### config.mk
export PLATFORM = sky130hd
export DESIGN_NAME = counter_scheduler
export DESIGN_NICKNAME = d
export VERILOG_FILES = /design/src/rtl/counter_scheduler.sv
export SDC_FILE = /design/constraint.sdc
export NUM_CORES = 1
export LEC_CHECK = 0
export BUFFER_PORTS_ARGS = -buffer_cell sky130_fd_sc_hd__clkbuf_2
export CAP_MARGIN = 20
export CORE_MARGIN = 1
export CORE_UTILIZATION = 35
export CTS_BUF_LIST = sky130_fd_sc_hd__clkbuf_8
export DETAILED_ROUTE_END_ITERATION = 10
export PLACE_DENSITY = 0.54
export SLEW_MARGIN = 10
export SYNTH_ARGS = -nofsm -noshare
export SYNTH_HDL_FRONTEND = slang
export SYNTH_SLANG_ARGS = --single-unit
### constraint.sdc
create_clock -name clock_i -period 1.5 [get_ports clock_i]
set_input_delay 0.3 -clock clock_i [delete_from_list [all_inputs] [get_ports clock_i]]
set_output_delay 0.3 -clock clock_i [all_outputs]
set_load 0.02 [all_outputs]
### src/rtl/counter_scheduler.sv
// Two-requester round-robin scheduler that lends one shared up-counter to the
// winner, counts to that requester's latched length, then pulses done.
module counter_scheduler #(
    parameter int WIDTH = 4
) (
    input  logic             clock_i,
    input  logic             reset_i,
    input  logic             enable_i,
    input  logic [1:0]       req_i,
    input  logic [WIDTH-1:0] len0_i,
    input  logic [WIDTH-1:0] len1_i,
    output logic [1:0]       grant_o,
    output logic [1:0]       done_o,
    output logic             busy_o,
    output logic [WIDTH-1:0] counter_value_o
);

    typedef enum logic [1:0] {
        IDLE = 2'd0,
        RUN  = 2'd1,
        DONE = 2'd2
    } state_t;

    state_t           state_q;
    logic [1:0]       grant_q;
    logic [1:0]       done_q;
    logic [WIDTH-1:0] count_q;
    logic [WIDTH-1:0] len_q;
    logic             prio_q;     // index of the requester that wins a tie
    logic             win_d;
    logic             owner;
    logic             owner_req;

    // A lone request wins outright; only a tie consults the pointer.
    always_comb begin
        win_d = prio_q;
        if (req_i == 2'b01) begin
            win_d = 1'b0;
        end else if (req_i == 2'b10) begin
            win_d = 1'b1;
        end
    end

    assign owner     = grant_q[1];
    assign owner_req = req_i[owner];

    always_ff @(posedge clock_i) begin
        if (reset_i) begin
            state_q <= IDLE;
            grant_q <= 2'b00;
            done_q  <= 2'b00;
            count_q <= '0;
            len_q   <= '0;
            prio_q  <= 1'b0;
        end else begin
            case (state_q)
                IDLE: begin
                    done_q <= 2'b00;
                    if (|req_i) begin
                        state_q <= RUN;
                        grant_q <= win_d ? 2'b10 : 2'b01;
                        count_q <= '0;
                        len_q   <= win_d ? len1_i : len0_i;
                    end
                end
                RUN: begin
                    // A withdrawn request beats terminal count in the same cycle.
                    if (!owner_req) begin
                        state_q <= IDLE;
                        grant_q <= 2'b00;
                        prio_q  <= ~owner;
                    end else if (enable_i) begin
                        if (count_q == len_q) begin
                            state_q <= DONE;
                            done_q  <= grant_q;
                            grant_q <= 2'b00;
                            prio_q  <= ~owner;
                        end else begin
                            count_q <= count_q + 1'b1;
                        end
                    end
                end
                DONE: begin
                    state_q <= IDLE;
                    done_q  <= 2'b00;
                end
                default: begin
                    state_q <= IDLE;
                    grant_q <= 2'b00;
                    done_q  <= 2'b00;
                end
            endcase
        end
    end

    assign grant_o         = grant_q;
    assign done_o          = done_q;
    assign busy_o          = (state_q != IDLE);
    assign counter_value_o = count_q;

endmodule

; ---- After elaboration in Yosys (flattened, before gate mapping)
; Cells that the tools add are included.
[classes]
n_eq_ne = 13
mux = 24
n_bitwise = 3
addsub = 1
magnitude_cmp = 1
n_reduce_logical = 11
[op_table]
columns = op, count
row1 = 4-bit 2-to-1 mux, 5
row2 = 2-bit 2-to-1 mux, 9
row3 = "2-bit != test, second input constant", 5
row4 = 3-bit AND reduction, 3
row5 = 4-bit case mux with 2 select lines, 1
row6 = 1-bit 2-to-1 mux, 7
row7 = "3-bit != test, second input constant", 2
row8 = 2-bit case mux with 3 select lines, 1
row9 = 5-bit AND reduction, 1
row10 = "4-bit by 1-bit adder with 4-bit output, second input constant", 1
row11 = "2-bit by 1-bit equality test with 1-bit output, second input constant", 2
row12 = "2-bit equality test, second input constant", 2
row13 = 4-bit equality test, 1
row14 = 2-bit case mux with 2 select lines, 1
row15 = 4-bit AND reduction, 1
row16 = 2-bit nonzero test, 2
row17 = 2-bit OR reduction, 2
row18 = 1-bit inverter, 3
row19 = 2-bit zero test, 1
row20 = "1-bit by 2-bit less-than comparator with 1-bit output, second input constant", 1
row21 = "2-bit by 1-bit != test with 1-bit output, second input constant", 1
row22 = 2-bit AND reduction, 1
[totals]
wordCells = 59
out_inout_bits = 9
regBits = 15

; ---- Longest topological paths before layout
; Gate-level depths: netlist of run 1.
[logic_depth]
word_depth = 6
ltp_mapped = 5

; ---- Worst setup path after synthesis of run 1
; OpenSTA, ideal clock, no wires.
[synth_timing]
kind = register to register
from = reg count_q[0] (netlist: counter_value_o[0])
to = reg prio_q
setup_slack_ps = -8
arrival_ps = 1387
setup_time_ps = 121
n_path_buf = 1
path_stages_with_launch = 6
cell_sequence = dfxtp_1 > xnor2_1 > nand4_1 > buf_4 > o22ai_1 > mux2_2
[synth_between]
elab_chain_len = 3
[synth_lines]
columns = item, line_no
row1 = "start, declared", 27  ; logic [WIDTH-1:0] count_q;
row2 = "start signal, assigned", 79  ; count_q <= count_q + 1'b1;
row3 = 4-bit equality test, 73  ; if (count_q == len_q) begin
row4 = 2-bit by 1-bit != test with 1-bit output (no line), --
row5 = 3-bit AND reduction (no line), --
row6 = "end signal, assigned", 71  ; prio_q <= ~owner;
row7 = "end signal, assigned", 77  ; prio_q <= ~owner;
row8 = "end, declared", 29  ; logic prio_q;
; No other way between the ends.
; A chain may end at the register's enable or synchronous reset.

; ---- Final worst setup path of run 1
[layout_timing]
from = reg state_q[1]
to = reg count_q[1] (netlist: counter_value_o[1])
[layout_between]
elab_chain_len = 3
word_cells_on_any_way = 9
cone_classes = 5 x eq/ne / 1 x mux / 3 x reduce/logical
[layout_lines]
columns = item, line_no
row1 = "start, declared", 24  ; state_t state_q;
row2 = "start signal, assigned", 49  ; state_q <= IDLE;
row3 = "start signal, assigned", 60  ; state_q <= RUN;
row4 = "start signal, assigned", 69  ; state_q <= IDLE;
row5 = 2-bit by 1-bit equality test with 1-bit output or 2-bit zero test (tied branches), 56  ; case (state_q)
row6 = 2-bit != test (no line) or 2-bit nonzero test (tied branches), --
row7 = 5-bit AND reduction (no line), --
; Several ways; a longest one is shown, not always the timed one.

==> qor_table.md, run 1 <==
| Metric | Value | Unit |
| --- | --- | --- |
| Maxcap violations | 0 | - |
| Per-cell routed wire length | 13.0 | µm |
| CP cell instances | nand2b_1 -> nor3_4 -> a21o_4 -> mux2i_1 | - |
| Reg-to-reg startpoint | state_q[1] | - |
| Area grow syn2layout | 30.2 | % |
| Hold path endpoint | done_o[0] | - |
| Number of rows in the core area | 17 | - |
| IR Drop Worst-Case VDD | 0.868 | mV |
| Adder-cell area share of the yosys netlist | 2.73 | % |
| Count of hold-fix buffers inserted at cts | 0 | - |
| Mux cell area share after synthesis | 10.9 | % |
| Yosys warnings | 0 | - |
| CP max FO | 5 | - |
| Placeable core region | 0.00228 | mm² |
| Req. time, crit path | 1.68 | ns |
| Wire length of the first global-routing pass | 3420 | µm |
| FFs w/ async S/R, synth | 0 | % |
| Top cell type's share of synthesized area | 34.5 | % |
| Fillers | 224 | - |
| Tot Pwr | 1.08 | mW |
| Cell area after synthesis | 870 | µm² |
| Initial antenna violation count | 0 | - |
| First-pass detailed-route iteration total | 4 | - |
| Top flip-flop cell by instance count after synthesis | sky130_fd_sc_hd__dfxtp_1 | - |
| Clock Sinks | 15 | - |
| GRT Util Overall | 17.6 | % |
| Worst flop-to-flop path endpoint | counter_value_o[1] | - |
| Layout cells sized above 1 | 39.2 | % |
| Residual DRC | 0 | - |
| Count of antenna diodes in the layout | 0 | - |
| Largest family of logic cells by synthesized area | simple AND/OR/NAND/NOR gates | - |
| Largest incremental delay on the critical path | 0.33 | ns |
| Number of top-level pins | 22 | - |
| Effective utilization at floorplan | 38.2 | % |
| Number of hold-slack violations in the final timing report | 0 | - |
| Antenna violation net count after detailed routing | 0 | - |
| CTS max path bufs | 2 | - |
| Number of cells on the worst reg-to-reg path | 4 | - |
| Hold Path Origin | enable_i | - |
| Post-layout net count | 140 | - |
| Clock slew at reported path FFs | 0.07 | ns |
| Pin count of the biggest net entering global routing | 19 | - |
| CP Class | reg2reg | - |
| Area of the die | 0.00269 | mm² |
| Cell Pwr Density | 952 | mW/mm² |
| Number of global-route vias before repair | 746 | - |
| CTS tree | yes | - |
| Cell count after synthesis | 95 | - |
| Setup TNS Final | 0 | ns |
| Worst-Skew Late Latency | 0.25 | ns |
| Flop and latch count out of synthesis | 15 | - |
| Outcome | complete, no violations | - |
| Die width | 51.8 | µm |
| Final period utilization | 90.7 | % |
| Final setup violation count | 0 | - |
| Crit. End Element | flip-flop | - |
| Overflow left after global routing | 0 | - |
| Final Critical Period | 1.36 | ns |
| Critical-path top delay cell | sky130_fd_sc_hd__dfxtp_1 | - |
| Setup skew after layout | 0.00749 | ns |
| Class of the worst hold path | in2reg | - |
| Root Driver | sky130_fd_sc_hd__clkbuf_8 | - |
| CP top delay family | simple AND/OR/NAND/NOR gates | - |
| FMAX | 735 | MHz |
| Worst reg2reg setup slack | 0.14 | ns |
| Cell type with the highest aggregate area in the netlist | sky130_fd_sc_hd__dfxtp_1 | - |
| Buffers & Inverters on Critical Path | 0 | - |
| Port bufs | 21 | - |
| Post-Synthesis Net Count | 109 | - |
| Count of flip-flops with a built-in enable after synthesis | 0 | - |
| Dpl hpwl | 1480 | µm |
| Total via count after detailed routing | 784 | - |
| Synthesized area divided by synthesized cell count | 9.15 | µm² |
| Fraction of the yosys area taken by sequential cells | 34.5 | % |
| Post-synthesis share of cell area spent on xor and xnor gates | 4.03 | % |
| Library cell with the highest instance count after synthesis | sky130_fd_sc_hd__dfxtp_1 | - |
| Leakage power | 0.474 | nW |
| Leading cell types by total area after synthesis | sky130_fd_sc_hd__dfxtp_1, sky130_fd_sc_hd__mux2i_1, sky130_fd_sc_hd__nand2b_1 | - |
| Sequential cell area | 304 | µm² |
| Top post-synthesis cells by count | sky130_fd_sc_hd__dfxtp_1, sky130_fd_sc_hd__nor2_1, sky130_fd_sc_hd__mux2i_1, sky130_fd_sc_hd__nand2b_1 | - |
| Synthesized-area fraction occupied by ao, oa, aoi and oai cells | 19.3 | % |
| DR vias/cell | 5.12 | - |
| Cts bufs inserted | 3 | - |
| Arrival time at the worst endpoint | 1.54 | ns |
| Drt initial violations | 13 | - |
| Simple-gate share of the synthesized area | 25.3 | % |
| Final-report max-slew violation count | 0 | - |
| Placer's final routability congestion estimate | 0.825 | - |
| Aggregate routed wire length | 1980 | µm |
| Slew margin rel. | 77.5 | % |
| Die H | 51.8 | µm |
| Count of cells along the worst hold path | 3 | - |
| H-tree levels | 1 | - |
| Setup repair after global routing missed its margin | no | - |
| Measured slew at the worst slew-check pin | 0.338 | ns |
| Netlist cell types | 39 | - |
| Post-layout util | 49.8 | % |
| Nature of the critical path startpoint | flip-flop | - |
| Area occupied by multi-input gates | 568 | µm² |
## cells in the final DEF (no fill, tap or decap), types with 5 or more instances in the layout
| cell type | count |
|---|---|
| sky130_fd_sc_hd__clkbuf_2 | 21 |
| sky130_fd_sc_hd__dfxtp_1 | 12 |
| sky130_fd_sc_hd__buf_4 | 9 |
| sky130_fd_sc_hd__nor2_1 | 8 |
| sky130_fd_sc_hd__nand2b_1 | 7 |
| sky130_fd_sc_hd__mux2i_1 | 7 |
| sky130_fd_sc_hd__o21ai_0 | 5 |
| sky130_fd_sc_hd__a211oi_1 | 5 |
## final cells by class
type / instances / share of cell area (%)
clock buffers: 3 / 3.65
inverters: 2 / 0.663
multi-input cells: 74 / 50.2
flip-flops and latches: 15 / 26.9
well taps: 28 / 3.09
clock inverters: 1 / 0.331
repair buffers: 30 / 15.2
## sequential cells by signal, summed over array words and instances (netlist names)
register,flops
counter_value_o,4
len_q,4
done_o,2
grant_o,2
state_q,2
prio_q,1
## timing repair
action	CTS	global route
gates resized for setup	1	4
pin swaps	0	1
setup buffers	0	1
endpoints found under the setup margin	2	8
## worst max-delay path by stage
stage | end | from | cells past startpoint
final | counter_value_o[1] | state_q[1] | 4
after global routing | counter_value_o[2] | len_q[1] | 5
after CTS | counter_value_o[2] | grant_o[1] | 4
after detailed placement | counter_value_o[2] | grant_o[1] | 4
after global placement | counter_value_o[2] | grant_o[1] | 4
after floorplan | prio_q | counter_value_o[2] | 5
## logic make-up (layout without fill, tap and decap cells)
| group | Yosys count | count (layout) |
|---|---|---|
| AND/OR/NAND/NOR | 35 | 35 |
| flip-flops | 15 | 15 |
| buffers and inverters | 6 | 36 |
| AO/OA/AOI/OAI | 24 | 24 |
| adder cells (fa/ha/maj) | 2 | 2 |
| multiplexers | 9 | 9 |
| XOR/XNOR | 4 | 4 |
## worst reg2reg max path, cell delays in order, from the launching register on
cell and delay, ns:
sky130_fd_sc_hd__dfxtp_1 0.33, sky130_fd_sc_hd__nand2b_1 0.26, sky130_fd_sc_hd__nor3_4 0.33, sky130_fd_sc_hd__a21o_4 0.18
sky130_fd_sc_hd__mux2i_1 0.18
## through the flow
stage,cell area (µm²),setup slack (ns),instances,hold WS (ns)
after global placement,1050,0.0176,148,0.462
after floorplan,872,0.0108,95,0.467
after detailed placement,1050,0.0179,148,0.462
final,1130,0.139,153,0.366
after global routing,1130,0.0382,153,0.366
after CTS,1110,0.0374,152,0.355
## power breakdown
part           total, mW  internal [mW]  switching (mW)
Combinational      0.295          0.142           0.153
Sequential         0.455          0.428          0.0269
Clock              0.329          0.181           0.148
## routing by layer
metal  vias up  GRT usage, %  part of all wire, %
li1        403             -                    -
met1       354          20.9                   46
met2        25          29.5                   48
met3         2          6.14                  4.9
met4         0          5.41                 0.81
met5         -             0                    0
(Power assumes the default switching activity.)
==> run 2: changes to the inputs <==
ABC_AREA = 1   (was unset)
==> qor_table.md, run 2 <==
| Metric | Value | Unit | vs previous |
| --- | --- | --- | --- |
| Top post-synthesis cells by count | sky130_fd_sc_hd__nand2_1, sky130_fd_sc_hd__inv_1, sky130_fd_sc_hd__nor2_1, sky130_fd_sc_hd__dfxtp_1, sky130_fd_sc_hd__nand3_1 | - |  |
| Flop and latch count out of synthesis | 15 | - | unchanged |
| Post-Synthesis Net Count | 146 | - | +34% |
| Final Critical Period | 1.35 | ns | -0.0130 ns |
| Measured slew at the worst slew-check pin | 0.299 | ns | -0.0386 ns |
| Placer's final routability congestion estimate | 0.768 | - | -6.9% |
| Area grow syn2layout | 24.0 | % |  |
| Post-layout net count | 174 | - | +24% |
| FFs w/ async S/R, synth | 0 | % | unchanged |
| Maxcap violations | 0 | - | unchanged |
| Cell Pwr Density | 1080 | mW/mm² | +13% |
| Final setup violation count | 0 | - | unchanged |
| Number of rows in the core area | 17 | - | unchanged |
| Critical-path top delay cell | sky130_fd_sc_hd__dfxtp_1 | - |  |
| Most frequent standard cell in the layout excluding fill and tap cells | sky130_fd_sc_hd__nand2_1 | - |  |
| Buffers & Inverters on Critical Path | 2 | - | +2 |
| Clock Sinks | 15 | - | unchanged |
| Post-layout util | 46.3 | % | -3.4 points |
| Final-report max-slew violation count | 0 | - | unchanged |
| Arrival time at the worst endpoint | 1.52 | ns | -0.02 ns |
| Cell Count, Final, Fillers Out | 187 | - | +22% |
| Setup skew after layout | 0.000769 | ns | -0.00672 ns |
| Overflow left after global routing | 0 | - | unchanged |
| Top cell type's share of synthesized area | 36.0 | % | +1.4 points |
| Class of the worst hold path | in2reg | - |  |
| Root Driver | sky130_fd_sc_hd__clkbuf_8 | - |  |
| Count of flip-flops with a built-in enable after synthesis | 0 | - | unchanged |
| Cell count after synthesis | 132 | - | +39% |
| Slew margin rel. | 79.9 | % | +2.5 points |
| Wire length of the first global-routing pass | 3220 | µm | -5.7% |
| Netlist cell types | 20 | - | -49% |
| Setup TNS Final | 0 | ns | unchanged |
| PostCTS Resize Cnt | 0 | - | -1 |
| Largest incremental delay on the critical path | 0.33 | ns | about the same |
| Yosys warnings | 0 | - | unchanged |
| Initial antenna violation count | 0 | - | unchanged |
| Adder-cell area share of the yosys netlist | 1.50 | % | -1.2 points |
| Pin count of the biggest net entering global routing | 11 | - | -8 |
| Drt initial violations | 13 | - | unchanged |
| CTS tree | yes | - |  |
| Top flip-flop cell by instance count after synthesis | sky130_fd_sc_hd__dfxtp_1 | - |  |
| Port bufs | 21 | - | unchanged |
| Final period utilization | 89.9 | % | -0.87 points |
| Mux cell area share after synthesis | 0 | % | -11 points |
| Count of cells along the worst hold path | 2 | - | -1 |
| Number of global-route vias before repair | 761 | - | +2.0% |
| Cell area after synthesis | 835 | µm² | -4.0% |
| Antenna violation net count after detailed routing | 0 | - | unchanged |
| Aggregate routed wire length | 1780 | µm | -10% |
| Nature of the critical path startpoint | flip-flop | - |  |
| Layout cells sized above 1 | 22.6 | % | -17 points |
| Post-CTS setup buffer count | 0 | - | unchanged |
| Post-synthesis share of cell area spent on xor and xnor gates | 2.10 | % | -1.9 points |
| Count of antenna diodes in the layout | 0 | - | unchanged |
| FMAX | 742 | MHz | +0.97% |
| Req. time, crit path | 1.67 | ns | about the same |
| H-tree levels | 1 | - | unchanged |
| Cell type with the highest aggregate area in the netlist | sky130_fd_sc_hd__dfxtp_1 | - |  |
| Number of top-level pins | 22 | - | unchanged |
| Synthesized-area fraction occupied by ao, oa, aoi and oai cells | 10.3 | % | -8.9 points |
| Crit. End Element | flip-flop | - |  |
| Leading cell types by total area after synthesis | sky130_fd_sc_hd__dfxtp_1, sky130_fd_sc_hd__nand2_1, sky130_fd_sc_hd__inv_1 | - |  |
| First-pass detailed-route iteration total | 4 | - | unchanged |
| Die H | 50.8 | µm | -2.0% |
| Residual DRC | 0 | - | unchanged |
| Simple-gate share of the synthesized area | 38.8 | % | +14 points |
| Commonest cells after routing, fill and taps aside | sky130_fd_sc_hd__nand2_1, sky130_fd_sc_hd__inv_1, sky130_fd_sc_hd__clkbuf_2 | - |  |
| DR vias/cell | 4.56 | - | -11% |
| Count of hold-fix buffers inserted at cts | 0 | - | unchanged |
| Die width | 50.8 | µm | -2.0% |
| Number of cells on the worst reg-to-reg path | 6 | - | +2 |
| Tot Pwr | 1.11 | mW | +3.3% |
| CP top delay family | simple AND/OR/NAND/NOR gates | - |  |
| Total via count after detailed routing | 852 | - | +8.7% |
| Area of the die | 0.00258 | mm² | -3.9% |
| Outcome | complete, no violations | - |  |
| Per-cell routed wire length | 9.53 | µm | -26% |
| Clock slew at reported path FFs | 0.06 | ns | about the same |
| GRT Util Overall | 16.4 | % | -1.2 points |
| Setup repair after global routing missed its margin | no | - |  |
| Effective utilization at floorplan | 37.4 | % | -0.84 points |
| Number of hold-slack violations in the final timing report | 0 | - | unchanged |
| Cell depth of the worst setup path | 6 | - | +2 |
| CTS max path bufs | 2 | - | unchanged |
| Synthesized area divided by synthesized cell count | 6.32 | µm² | -31% |
| Library cell with the highest instance count after synthesis | sky130_fd_sc_hd__nand2_1 | - |  |
| Hold slack | 0.269 | ns | -0.0968 ns |
| Cts bufs inserted | 3 | - | unchanged |
| Worst-Skew Late Latency | 0.24 | ns | about the same |
| IR Drop Worst-Case VDD | 0.443 | mV | -49% |
| Dpl hpwl | 1440 | µm | -2.8% |
| Leakage power | 0.557 | nW | +17% |
| Fraction of the yosys area taken by sequential cells | 36.0 | % | +1.4 points |
| CP cell instances | inv_1 -> nor2_1 -> inv_1 -> nor2_1 -> o21ai_0 -> a21oi_1 | - |  |
| Number of placed instances with taps included | 183 | - | +24% |
| CP Class | reg2reg | - |  |
| Largest family of logic cells by synthesized area | simple AND/OR/NAND/NOR gates | - |  |
| Placeable core region | 0.00223 | mm² | -1.9% |
| CP max FO | 4 | - | -1 |
-- run 2: per-stage QoR --
stage / cell area (µm²) / setup WS, ns
after CTS: 1030 / 0.157
after detailed placement: 990 / 0.162
after global placement: 990 / 0.140
after floorplan: 835 / 0.211
final: 1030 / 0.152
after global routing: 1030 / 0.00224
-- run 2: final cells by class --
type | count | area [µm²]
fillers | 256 | 1200
multi-input cells | 92 | 440
flip-flops and latches | 15 | 300
repair buffers | 23 | 120
inverters | 25 | 93.8
clock buffers | 3 | 41.3
well taps | 28 | 35.0
clock inverters | 1 | 3.75
-- run 2: cell families after synthesis --
| logic type | Yosys count |
|---|---|
| AND/OR/NAND/NOR | 75 |
| buffers and inverters | 25 |
| flip-flops | 15 |
| AO/OA/AOI/OAI | 14 |
| XOR/XNOR | 2 |
| adder cells (fa/ha/maj) | 1 |
-- run 2: metal layers --
layer | share of wire (%) | routed length (µm) | vias up | global-route usage, %
met4 | 0.50 | 9 | 0 | 5.56
li1 | - | - | 459 | -
met1 | 48 | 859 | 379 | 21.7
met3 | 2.9 | 51 | 2 | 1.79
met5 | 0 | 0 | - | 0
met2 | 48 | 863 | 12 | 27.8
-- run 2: path summary, 6_finish.rpt --
check,slack (ns),end,start
hold reg to reg,0.45,done_o[1],done_o[1]
hold / removal,0.27,counter_value_o[2],reset_i
setup reg to reg,0.15,done_o[1],state_q[0]
setup / recovery,0.15,done_o[1],state_q[0]
-- run 2: report_power, final --
part / leakage (nW) / internal, mW / switching (mW)
combinational: 0.407 / 0.115 / 0.203
clock: 0.0269 / 0.181 / 0.136
sequential: 0.123 / 0.440 / 0.0390
==> run 3: changes to the inputs <==
MAX_ROUTING_LAYER = met4   (was unset)
==> qor_table.md, run 3 (synthesis results as in run 2) <==
| Metric | Value | Unit | vs previous |
| --- | --- | --- | --- |
| CP Class | reg2reg | - |  |
| Slew margin rel. | 79.9 | % | unchanged |
| Crit. End Element | flip-flop | - |  |
| IR Drop Worst-Case VDD | 0.443 | mV | unchanged |
| Setup skew after layout | 0.000769 | ns | unchanged |
| GRT Util Overall | 16.9 | % | +0.45 points |
| Setup TNS Final | 0 | ns | unchanged |
| Setup repair after global routing missed its margin | no | - |  |
| Post-layout util | 46.3 | % | unchanged |
| Final period utilization | 89.9 | % | unchanged |
| Number of global-route vias before repair | 763 | - | +0.26% |
| Residual DRC | 0 | - | unchanged |
| First-pass detailed-route iteration total | 4 | - | unchanged |
| Worst-Skew Late Latency | 0.24 | ns | about the same |
| Net switching component of the power | 0.378 | mW | about the same |
| Number of rows in the core area | 17 | - | unchanged |
| Antenna violation net count after detailed routing | 0 | - | unchanged |
| Hold path endpoint | counter_value_o[2] | - |  |
| Worst reg2reg setup slack | 0.15 | ns | about the same |
| CP cell instances | inv_1 -> nor2_1 -> inv_1 -> nor2_1 -> o21ai_0 -> a21oi_1 | - |  |
| Count of antenna diodes in the layout | 0 | - | unchanged |
| Initial antenna violation count | 0 | - | unchanged |
| Arrival time at the worst endpoint | 1.52 | ns | about the same |
| Die width | 50.8 | µm | unchanged |
| Switching power as a share of total power | 33.9 | % | about the same |
| Critical-path top delay cell | sky130_fd_sc_hd__dfxtp_1 | - |  |
| Wire length of the first global-routing pass | 3220 | µm | unchanged |
| Part of the power in the clock network | 28.4 | % | about the same |
| Hold Path Origin | reset_i | - |  |
| Placeable core region | 0.00223 | mm² | unchanged |
| Layout cells sized above 1 | 22.6 | % | unchanged |
| Combinational fraction of design power | 28.5 | % | about the same |
| Proportion of power drawn by flip-flops and latches | 43.0 | % | about the same |
| Pin count of the biggest net entering global routing | 11 | - | unchanged |
| Per-cell routed wire length | 9.53 | µm | about the same |
| FMAX | 742 | MHz | unchanged |
| Clock slew at reported path FFs | 0.06 | ns | about the same |
| Post-layout net count | 174 | - | unchanged |
| Tot Pwr | 1.11 | mW | about the same |
| Dpl hpwl | 1440 | µm | unchanged |
| Number of cells on the worst reg-to-reg path | 6 | - | unchanged |
| Largest incremental delay on the critical path | 0.33 | ns | about the same |
| Worst flop-to-flop path endpoint | done_o[1] | - |  |
| H-tree levels | 1 | - | unchanged |
| CP max FO | 4 | - | unchanged |
| Port bufs | 21 | - | unchanged |
| Measured slew at the worst slew-check pin | 0.299 | ns | unchanged |
| Drt initial violations | 13 | - | unchanged |
| Post-CTS setup buffer count | 0 | - | unchanged |
| Number of top-level pins | 22 | - | unchanged |
| Number of hold-slack violations in the final timing report | 0 | - | unchanged |
| Reg-to-reg startpoint | state_q[0] | - |  |
| Aggregate routed wire length | 1780 | µm | about the same |
| Area of the die | 0.00258 | mm² | unchanged |
| CTS max path bufs | 2 | - | unchanged |
| Req. time, crit path | 1.67 | ns | about the same |
| Class of the worst hold path | in2reg | - |  |
| Placer's final routability congestion estimate | 0.778 | - | +1.3% |
| Cts bufs inserted | 3 | - | unchanged |
| Final Critical Period | 1.35 | ns | unchanged |
| Clock Sinks | 15 | - | unchanged |
| Count of cells along the worst hold path | 2 | - | unchanged |
| Leakage power | 0.557 | nW | unchanged |
| Final-report max-slew violation count | 0 | - | unchanged |
| Root Driver | sky130_fd_sc_hd__clkbuf_8 | - |  |
| DR vias/cell | 4.56 | - | unchanged |
| Nature of the critical path startpoint | flip-flop | - |  |
| Total via count after detailed routing | 852 | - | unchanged |
| Maxcap violations | 0 | - | unchanged |
| Area grow syn2layout | 24.0 | % | unchanged |
| Die H | 50.8 | µm | unchanged |
| Outcome | complete, no violations | - |  |
| Effective utilization at floorplan | 37.4 | % | unchanged |
| Total internal power | 0.736 | mW | unchanged |
| PostCTS Resize Cnt | 0 | - | unchanged |
| Most frequent standard cell in the layout excluding fill and tap cells | sky130_fd_sc_hd__nand2_1 | - |  |
| Commonest cells after routing, fill and taps aside | sky130_fd_sc_hd__nand2_1, sky130_fd_sc_hd__inv_1, sky130_fd_sc_hd__clkbuf_2 | - |  |
| Count of hold-fix buffers inserted at cts | 0 | - | unchanged |
| Overflow left after global routing | 0 | - | unchanged |
| Final setup violation count | 0 | - | unchanged |
| Cell Pwr Density | 1080 | mW/mm² | about the same |
| CTS tree | yes | - |  |
-- run 3: cell counts in the layout (fill, tap and decap cells not counted) --
Identical to the previous run, type by type.
-- run 3: cell type report --
type | count | area, µm²
clock buffer | 3 | 41.3
timing repair buffer | 23 | 120
sequential | 15 | 300
multi-input combinational | 92 | 440
inverter | 25 | 93.8
tap | 28 | 35.0
clock inverter | 1 | 3.75
fill | 256 | 1200
-- run 3: through the flow --
stage                     hold slack, ns  area (µm²)  setup WS (ns)  instances
after floorplan                    0.369         835          0.211        132
after global placement             0.437         990          0.140        183
after detailed placement           0.449         990          0.162        183
after CTS                          0.262        1030          0.157        187
after global routing               0.287        1030        0.00224        187
final                              0.269        1030          0.152        187
-- run 3: metal layers --
metal | track usage, % | vias to the layer above | wire length (µm) | share of wire, %
met5 | - | - | 0 | 0
met4 | 5.56 | 0 | 9 | 0.51
met3 | 1.79 | 2 | 51 | 2.9
met2 | 27.8 | 12 | 862 | 48
met1 | 21.7 | 379 | 859 | 48
li1 | - | 459 | - | -
-- run 3: critical path, delay by kind of cell (launching register included) --
| kind | cells | cell delay (ns) |
|---|---|---|
| buf+inv | 2 | 0.19 |
| simple gates | 2 | 0.46 |
| flops | 1 | 0.33 |
| compound gates | 2 | 0.30 |
-- run 3: power by group through the flow --
| stage | clock network (mW) | logic (mW) | registers (mW) |
|---|---|---|---|
| floorplan | 0 | 0.214 | 0.501 |
| detailed placement | 0 | 0.320 | 0.489 |
| global route | 0.342 | 0.369 | 0.486 |
| CTS | 0.333 | 0.322 | 0.480 |
| global placement | 0 | 0.318 | 0.488 |
| finish | 0.317 | 0.318 | 0.479 |
-- run 3: worst max-delay path by stage --
stage,cells after the start,endpoint,startpoint,slack [ns]
after CTS,6,done_o[1],state_q[0],0.16
after global routing,6,done_o[1],state_q[0],0.002
after global placement,7,counter_value_o[3],req_i[1],0.14
after detailed placement,10,counter_value_o[0],req_i[1],0.16
final,6,done_o[1],state_q[0],0.15
after floorplan,9,counter_value_o[0],counter_value_o[0],0.21
